<file path="src/rtl/dm_access_if.sv">
// Bundled requester and data-memory signals for the dual-requester data-memory access controller.
interface dm_access_if;
  logic        req0_valid;
  logic        req0_we;
  logic [31:0] req0_addr;
  logic [31:0] req0_wdata;
  logic        req0_ready;
  logic        req0_done;

  logic        req1_valid;
  logic        req1_we;
  logic [31:0] req1_addr;
  logic [31:0] req1_wdata;
  logic        req1_ready;
  logic        req1_done;

  logic [31:0] rdata;
  logic        err;

  logic        mem_re;
  logic        mem_we;
  logic [31:0] mem_addr;
  logic [7:0]  mem_wdata;
  logic [7:0]  mem_rdata;

  modport slave (
    input  req0_valid, req0_we, req0_addr, req0_wdata,
    input  req1_valid, req1_we, req1_addr, req1_wdata,
    input  mem_rdata,
    output req0_ready, req0_done, req1_ready, req1_done,
    output rdata, err,
    output mem_re, mem_we, mem_addr, mem_wdata
  );

  modport master (
    output req0_valid, req0_we, req0_addr, req0_wdata,
    output req1_valid, req1_we, req1_addr, req1_wdata,
    output mem_rdata,
    input  req0_ready, req0_done, req1_ready, req1_done,
    input  rdata, err,
    input  mem_re, mem_we, mem_addr, mem_wdata
  );
endinterface

</file>
<file path="src/rtl/dm_access_ctrl.sv">
// Two-requester word access controller over a byte-wide data memory (4 beats per word).
// Define DM_ARB_RR_EN for round-robin arbitration; otherwise req0 has fixed priority.
module dm_access_ctrl #(
  parameter int MEM_BYTES = 32
) (
  input  logic         clk,
  input  logic         reset,
  dm_access_if.slave   bus
);

  localparam logic [31:0] MAX_ADDR = 32'(MEM_BYTES - 4);

  typedef enum logic [1:0] {IDLE, XFER, DONE} state_t;

  state_t      state_q, state_d;
  logic [1:0]  beat_q;
  logic        gnt_q;
  logic        err_q;
  logic        we_q;
  logic [31:0] addr_q;
  logic [31:0] wdata_q;
  logic [31:0] rdata_q;

  logic        any_valid;
  logic        accept;
  logic        gnt_id;
  logic        sel_we;
  logic [31:0] sel_addr;
  logic [31:0] sel_wdata;
  logic        out_of_range;

  assign any_valid = bus.req0_valid | bus.req1_valid;
  // Holding off while reset is high keeps ready from pulsing on an accept that cannot happen.
  assign accept    = (state_q == IDLE) & any_valid & ~reset;

`ifdef DM_ARB_RR_EN
  logic last_q;
  assign gnt_id = (bus.req0_valid & bus.req1_valid) ? ~last_q : bus.req1_valid;
`else
  assign gnt_id = ~bus.req0_valid;
`endif

  assign sel_we       = gnt_id ? bus.req1_we    : bus.req0_we;
  assign sel_addr     = gnt_id ? bus.req1_addr  : bus.req0_addr;
  assign sel_wdata    = gnt_id ? bus.req1_wdata : bus.req0_wdata;
  assign out_of_range = sel_addr > MAX_ADDR;

  always_ff @(posedge clk or posedge reset) begin
    if (reset) begin
      state_q <= IDLE;
      beat_q  <= 2'd0;
      gnt_q   <= 1'b0;
      err_q   <= 1'b0;
`ifdef DM_ARB_RR_EN
      last_q  <= 1'b1;
`endif
    end else begin
      state_q <= state_d;
      if (accept) begin
        gnt_q  <= gnt_id;
        err_q  <= out_of_range;
        beat_q <= 2'd0;
`ifdef DM_ARB_RR_EN
        last_q <= gnt_id;
`endif
      end else if (state_q == XFER) begin
        beat_q <= beat_q + 2'd1;
      end
    end
  end

  // Transaction data: masked at the outputs by state, so it needs no reset.
  always_ff @(posedge clk) begin
    if (accept) begin
      we_q    <= sel_we;
      addr_q  <= sel_addr;
      wdata_q <= sel_wdata;
      rdata_q <= 32'd0;
    end else if (state_q == XFER && !we_q) begin
      rdata_q[{beat_q, 3'b000} +: 8] <= bus.mem_rdata;
    end
  end

  always_comb begin
    state_d        = state_q;
    bus.req0_ready = 1'b0;
    bus.req1_ready = 1'b0;
    bus.req0_done  = 1'b0;
    bus.req1_done  = 1'b0;
    bus.rdata      = 32'd0;
    bus.err        = 1'b0;
    bus.mem_re     = 1'b0;
    bus.mem_we     = 1'b0;
    bus.mem_addr   = 32'd0;
    bus.mem_wdata  = 8'd0;
    case (state_q)
      IDLE: begin
        if (accept) begin
          bus.req0_ready = ~gnt_id;
          bus.req1_ready = gnt_id;
          state_d        = out_of_range ? DONE : XFER;
        end
      end
      XFER: begin
        bus.mem_addr  = addr_q + {30'd0, beat_q};
        bus.mem_we    = we_q;
        bus.mem_re    = ~we_q;
        bus.mem_wdata = wdata_q[{beat_q, 3'b000} +: 8];
        if (beat_q == 2'd3) state_d = DONE;
      end
      DONE: begin
        bus.req0_done = ~gnt_q;
        bus.req1_done = gnt_q;
        bus.rdata     = we_q ? 32'd0 : rdata_q;
        bus.err       = err_q;
        state_d       = IDLE;
      end
      default: state_d = IDLE;
    endcase
  end

endmodule

</file>
<file path="src/flat_wrapper.sv">
// flat-port wrapper written by rule: the top's interface ports become plain ports
module dm_access_ctrl_flat 
#(
  parameter int MEM_BYTES = 32
)
  (clk, reset, bus_req0_valid, bus_req0_we, bus_req0_addr, bus_req0_wdata, bus_req1_valid, bus_req1_we, bus_req1_addr, bus_req1_wdata, bus_mem_rdata, bus_req0_ready, bus_req0_done, bus_req1_ready, bus_req1_done, bus_rdata, bus_err, bus_mem_re, bus_mem_we, bus_mem_addr, bus_mem_wdata);
  dm_access_if bus_i ();
  input  logic clk;
  input  logic reset;
  input wire logic [$bits(bus_i.req0_valid)-1:0] bus_req0_valid;
  input wire logic [$bits(bus_i.req0_we)-1:0] bus_req0_we;
  input wire logic [$bits(bus_i.req0_addr)-1:0] bus_req0_addr;
  input wire logic [$bits(bus_i.req0_wdata)-1:0] bus_req0_wdata;
  input wire logic [$bits(bus_i.req1_valid)-1:0] bus_req1_valid;
  input wire logic [$bits(bus_i.req1_we)-1:0] bus_req1_we;
  input wire logic [$bits(bus_i.req1_addr)-1:0] bus_req1_addr;
  input wire logic [$bits(bus_i.req1_wdata)-1:0] bus_req1_wdata;
  input wire logic [$bits(bus_i.mem_rdata)-1:0] bus_mem_rdata;
  output wire logic [$bits(bus_i.req0_ready)-1:0] bus_req0_ready;
  output wire logic [$bits(bus_i.req0_done)-1:0] bus_req0_done;
  output wire logic [$bits(bus_i.req1_ready)-1:0] bus_req1_ready;
  output wire logic [$bits(bus_i.req1_done)-1:0] bus_req1_done;
  output wire logic [$bits(bus_i.rdata)-1:0] bus_rdata;
  output wire logic [$bits(bus_i.err)-1:0] bus_err;
  output wire logic [$bits(bus_i.mem_re)-1:0] bus_mem_re;
  output wire logic [$bits(bus_i.mem_we)-1:0] bus_mem_we;
  output wire logic [$bits(bus_i.mem_addr)-1:0] bus_mem_addr;
  output wire logic [$bits(bus_i.mem_wdata)-1:0] bus_mem_wdata;
  assign bus_i.req0_valid = bus_req0_valid;
  assign bus_i.req0_we = bus_req0_we;
  assign bus_i.req0_addr = bus_req0_addr;
  assign bus_i.req0_wdata = bus_req0_wdata;
  assign bus_i.req1_valid = bus_req1_valid;
  assign bus_i.req1_we = bus_req1_we;
  assign bus_i.req1_addr = bus_req1_addr;
  assign bus_i.req1_wdata = bus_req1_wdata;
  assign bus_i.mem_rdata = bus_mem_rdata;
  assign bus_req0_ready = bus_i.req0_ready;
  assign bus_req0_done = bus_i.req0_done;
  assign bus_req1_ready = bus_i.req1_ready;
  assign bus_req1_done = bus_i.req1_done;
  assign bus_rdata = bus_i.rdata;
  assign bus_err = bus_i.err;
  assign bus_mem_re = bus_i.mem_re;
  assign bus_mem_we = bus_i.mem_we;
  assign bus_mem_addr = bus_i.mem_addr;
  assign bus_mem_wdata = bus_i.mem_wdata;
  dm_access_ctrl #(.MEM_BYTES(MEM_BYTES)) u_core (.clk(clk), .reset(reset), .bus(bus_i));
endmodule
</file>
<file path="config.mk">
export PLATFORM = sky130hd
export DESIGN_NAME = dm_access_ctrl_flat
export DESIGN_NICKNAME = d
export VERILOG_FILES = /design/src/rtl/dm_access_if.sv /design/src/rtl/dm_access_ctrl.sv /design/src/flat_wrapper.sv
export SDC_FILE = /design/constraint.sdc
export NUM_CORES = 1
export LEC_CHECK = 0
export ABC_AREA = 0
export CAP_MARGIN = 30
export CORE_MARGIN = 3
export CORE_UTILIZATION = 40
export CTS_CLUSTER_DIAMETER = 40
export DETAILED_ROUTE_END_ITERATION = 10
export HOLD_SLACK_MARGIN = 0.06
export PLACE_DENSITY = 0.73
export SLEW_MARGIN = 10
export SYNTH_ARGS = -nofsm -noshare
export SYNTH_HDL_FRONTEND = slang
export SYNTH_SLANG_ARGS = --single-unit
export TNS_END_PERCENT = 20
</file>
<file path="constraint.sdc">
create_clock -name clk -period 3.94 [get_ports clk]
set_input_delay 0.788 -clock clk [delete_from_list [all_inputs] [get_ports clk]]
set_output_delay 0.788 -clock clk [all_outputs]
set_load 0.01 [all_outputs]
</file>
Word level (Yosys, flattened, before mapping):

Index checks and enable logic that the tools add are counted.

* $add $sub $neg: 3
* order comparisons: 1
* equality and inequality tests: 5
* shift operators: 3
* multiplexer cells: 23
* bitwise gates (word level): 7
* reductions and logical operators: 5

Operators by type and width (number)
* $mux W32: 5
* $add A32 B2 Y32: 1
* $bwmux W32: 1
* $gt A32 B5 Y1 const B: 1
* $shift A8 B7 Y32 const A: 1
* $shiftx A32 B6 Y8: 1
* $shiftx A8 B7 Y32: 1
* $mux W1: 10
* $mux W2: 5
* $mux W8: 1
* $neg A5 Y7: 1
* $eq A2 B2 Y1 const B: 2
* $not A1 Y1: 4
* $pmux W2 S2: 1
* $add A2 B1 Y2 const B: 1
* $and A1 B1 Y1: 2
* $eq A2 B1 Y1 const B: 1
* $logic_not A2 Y1: 1
* $ne A2 B1 Y1 const B: 1
* $ne A2 B2 Y1 const B: 1
* $reduce_and A2 Y1: 1
* $reduce_bool A2 Y1: 1
* $logic_and A1 B1 Y1: 1
* $logic_not A1 Y1: 1
* $or A1 B1 Y1: 1

* flip-flop bits (word level): 103
* input bits: 142
* output and inout bits: 79
* word-level logic and storage cells: 55

Logic depth before layout (Yosys ltp):

* depth after elaboration: 5
* mapped depth: 7
* gate-level depth less buffers: 6

Worst setup path before layout:

Ideal clock, no wire load.

* kind: input to register
* start: input bus_req0_valid
* end: register u_core.addr_q[0] (enable)
* arrival: 3238 ps
* data required time: 3485 ps
* setup slack: 247 ps
* stages on the path: 4
* cell sequence: clkbuf_1 o21ai_0 inv_1 clkbuf_1

* cells in the longest elaborated chain, start to end: 3

RTL lines
* start, declared: RTL line flat_wrapper.sv:10 `input wire logic [$bits(bus_i.req0_valid)-1:0] bus_req0_valid;`
* $or A1 B1 Y1: RTL line dm_access_ctrl.sv:32 `assign any_valid = bus.req0_valid | bus.req1_valid;`
* $and A1 B1 Y1 (2 in a row): RTL line dm_access_ctrl.sv:34 `assign accept = (state_q == IDLE) & any_valid & ~reset;`
* named net u_core.accept: RTL line dm_access_ctrl.sv:25 `logic accept;`
* end signal, assigned: RTL line dm_access_ctrl.sv:76 `addr_q <= sel_addr;`
* end, declared: RTL line dm_access_ctrl.sv:20 `logic [31:0] addr_q;`

The timed path passes the listed nets, and every way through them passes these cells.
A chain may end at the register's enable or synchronous reset.

Final worst setup path:

* start: register u_core.beat_q[0]
* end: output bus_mem_addr[30]

* cells in the longest elaborated chain, start to end: 2

RTL lines
* start, declared: RTL line dm_access_ctrl.sv:16 `logic [1:0] beat_q;`
* start signal, assigned: RTL line dm_access_ctrl.sv:67 `beat_q <= beat_q + 2'd1;`
* $add A32 B2 Y32: RTL line dm_access_ctrl.sv:105 `bus.mem_addr = addr_q + {30'd0, beat_q};`
* $mux W32: RTL line dm_access_ctrl.sv:96 `case (state_q)`
* end, declared: RTL line flat_wrapper.sv:27 `output wire logic [$bits(bus_i.mem_addr)-1:0] bus_mem_addr;`

No other way between the ends.

==> results.sh <==
export IMPL_mostFrequentLayoutCells="clkdlybuf4s50_1, mux2_2, edfxtp_1"
export IMPL_comb_power_share_pct=13.3
export IMPL_numClockSinks=103
export IMPL_hold_path_endpoint="u_core.rdata_q[1]$_SDFFE_PP0P_"
export IMPL_finalHoldViolations=0
export IMPL_synthCells=554
export IMPL_synth_seq_area_share_pct=46.9
export IMPL_fill_cells=1221
export IMPL_ctsHtreeMaxLevel=3
export IMPL_min_period_ns=3.74
export IMPL_synth_warnings=0
export IMPL_grt_usage_pct=20.9
export IMPL_start_util_pct=41.5
export IMPL_antenna_found_initial=0
export IMPL_seq_area_um2=2740
export IMPL_finalSetupViolCount=0
export IMPL_gp_congestion=0.898
export IMPL_cts_tree="yes"
export IMPL_clkPwrFrac_pct=37.4
export IMPL_synth_simple_gate_area_share_pct=22.9
export IMPL_clk_insertion_delay_late_ns=0.35
export IMPL_rsz0062_at_grt="no"
export IMPL_diodes=0
export IMPL_die_w_um=127
export IMPL_maxSlewViolCount=0
export IMPL_ios=221
export IMPL_nNetsFinal=916
export IMPL_synth_compound_area_share_pct=7.56
export IMPL_holdPathStages=2
export IMPL_ys_types=52
export IMPL_std_cell_rows=43
export IMPL_internal_power_mw=1.98
export IMPL_vias=5157
export IMPL_p_sw_share_pct=21.7
export IMPL_avgSynthCellArea_um2=10.5
export IMPL_synthArstFlopShare_pct=5.83
export IMPL_cts_root_buf="clkbuf_16"
export IMPL_multi_input_area_um2=2940
export IMPL_grt_pass1_vias=5164
export IMPL_grt_overflow=0
export IMPL_cts_clk_slew_worst_paths_ns=0.07
export IMPL_postLayoutCellArea_um2=8530
export IMPL_synthMuxAreaShare_pct=15.9
export IMPL_worstPathMaxFanout=10
export IMPL_grt_pass1_wl_mm=26.5
export IMPL_required_ns=3.15
export IMPL_switching_power_uw=546
export IMPL_fmax_ghz=0.267
export IMPL_startpoint_type="flop"
export IMPL_layout_commonest_cell="clkdlybuf4s50_1"
export IMPL_port_buffers=220
export IMPL_pwr_share_seq_pct=49.3
export IMPL_rr_endpoint="u_core.rdata_q[5]$_SDFFE_PP0P_"
export IMPL_min_from="u_core.rdata_q[1]$_SDFFE_PP0P_"
export IMPL_syn2layout_area_growth_pct=46.0
export IMPL_synth_xor_area_share_pct=1.80
export IMPL_synthesis_nets=705
export IMPL_fp_dieH_um=127
export IMPL_reg2reg_slack_ns=1.56
export IMPL_finalPower_mw=2.52
export IMPL_core_um2=14100
export IMPL_synth_top_family_by_area="simple AND/OR/NAND/NOR gates"
export IMPL_die_area_um2=16100
export IMPL_synthAdderAreaFrac_pct=2.06
export IMPL_vias_per_cell=5.43
export IMPL_finalSetupTns_ns=0
export IMPL_ctsHoldBuffers=0
export IMPL_grt_max_degree=51
export IMPL_leakage_nw=2.89
export IMPL_antenna_left=0
export IMPL_worstPathArrival_ns=2.95
export IMPL_first_pass_iters=5
export IMPL_power_density_nw_per_um2=296
export IMPL_placed_area_um2=8220
export IMPL_ys_ff_latch=103
export IMPL_hp_class="reg -> reg"
export IMPL_fin_crit_sh_pct=95.0
export IMPL_routedWlPerCell_um=17.9
export IMPL_syn_area_um2=5840
export IMPL_reg2reg_depth=6
export IMPL_fin_skew_ns=0.00417
export IMPL_totalWireLength_mm=17.0
export IMPL_drc=0
export IMPL_finish_utilization_pct=60.5
export IMPL_relSlewSlack_pct=44.2
export IMPL_cts_setup_buffers=0
export IMPL_synth_edf_count=65
export IMPL_synth_top_flop_cell="edfxtp_1"
export IMPL_max_vdd_ir_drop_mv=0.255
export IMPL_critPathKind="reg -> out"
export IMPL_status="complete, no violations"
export IMPL_worstReg2RegStart="u_core.beat_q[0]$_DFFE_PP0P_"
export IMPL_dp_hpwl_mm=13.2
export IMPL_drt_first_iter_violations=298
export IMPL_numCtsBuffers=9
export IMPL_endpoint_kind="output pin"
export IMPL_clock_path_buffers=2
export IMPL_drive_gt1_share_pct=14.2
export IMPL_worst_pin_slew_ns=0.835
export IMPL_maxCapViolCount=0
-- layer usage --
metal	up-vias	routed length, um	track usage [%]	share of wire (%)
met2	206	8680	36.2	51
met5	-	0	0	0
met4	0	400	6.88	2.4
li1	2488	-	-	-
met3	24	1040	4.76	6.1
met1	2439	6860	25.7	40
-- state kept, by name, indices dropped and copies added, names as in the netlist --
name,count
u_core.we_q,1
u_core.err_q,1
u_core.addr_q,32
u_core.wdata_q,32
u_core.gnt_q,1
u_core.rdata_q,32
u_core.state_q,2
u_core.beat_q,2
-- worst max-delay path by stage --
stage / cells after the start / slack, ns / to / start
finish: 7 / 0.20 / bus_mem_addr[30] / u_core.beat_q[0]$_DFFE_PP0P_
global route: 7 / 0.01 / bus_mem_addr[18] / u_core.beat_q[0]$_DFFE_PP0P_
CTS: 7 / 0.1 / bus_mem_addr[30] / u_core.beat_q[0]$_DFFE_PP0P_
detailed placement: 7 / 0.51 / bus_mem_addr[30] / u_core.beat_q[0]$_DFFE_PP0P_
global placement: 7 / 0.60 / bus_mem_addr[30] / u_core.beat_q[0]$_DFFE_PP0P_
floorplan: 4 / 0.25 / u_core.addr_q[0]$_DFFE_PP_ / bus_req0_valid
-- worst max-delay path, stage by stage, from the launching register on --
cell,delay (ns)
dfrtp_1,0.35
ha_1,0.22
fa_1,0.24
and4_2,0.36
nand4_2,0.23
or4_1,0.45
a21oi_1,0.18
clkdlybuf4s50_1,0.57
-- synthesized netlist by cell type (9+ instances only) --
cell      count  share of area (%)
clkbuf_1     16                1.0
dfxtp_1      32                 11
a21oi_1      48                4.1
and2_1       48                5.1
nand3_1      45                3.9
nor2_1       20                1.3
nand2_1      54                3.5
nor4_1       15                1.6
mux2_2       65                 13
edfxtp_1     65                 33
inv_1         9               0.58
nand4_1      13                1.4
-- stage by stage --
stage / cells / setup slack, ns / hold slack, ns
after floorplan: 554 / 0.247 / 0.427
after global placement: 934 / 0.598 / 0.438
after detailed placement: 934 / 0.508 / 0.443
after CTS: 950 / 0.0978 / 0.451
after global routing: 950 / 0.0137 / 0.471
final: 950 / 0.197 / 0.452
-- kinds of logic after synthesis --
logic type | after synthesis
DFF | 103
xor gates and xnor gates | 12
buffers and inverters | 38
AOI/OAI and AO/OA | 76
adders and majority gates | 9
and+or+nand+nor | 241
muxes | 75
-- power groups by stage --
stage | logic (mW) | registers, mW | clock network (mW)
final | 0.336 | 1.24 | 0.942
after global placement | 0.329 | 1.26 | 0
after floorplan | 0.138 | 1.26 | 0
after CTS | 0.338 | 1.24 | 0.968
after global routing | 0.361 | 1.25 | 1.01
after detailed placement | 0.336 | 1.27 | 0
-- repair_timing --
action / in CTS / in global routing
hold endpoints to repair: 0 / 0
gates resized for setup: 0 / 1
setup endpoints to repair: 0 / 7
-- layout make-up --
cell class              count  share of cell area [%]
repair buffers            229                    26.7
clock inverters             5                   0.953
multi-input cells         413                    34.5
flip-flops and latches    103                    32.1
inverters                   9                   0.410
clock buffers              11                    2.73
well taps                 180                    2.64
(Power assumes the default switching activity.)
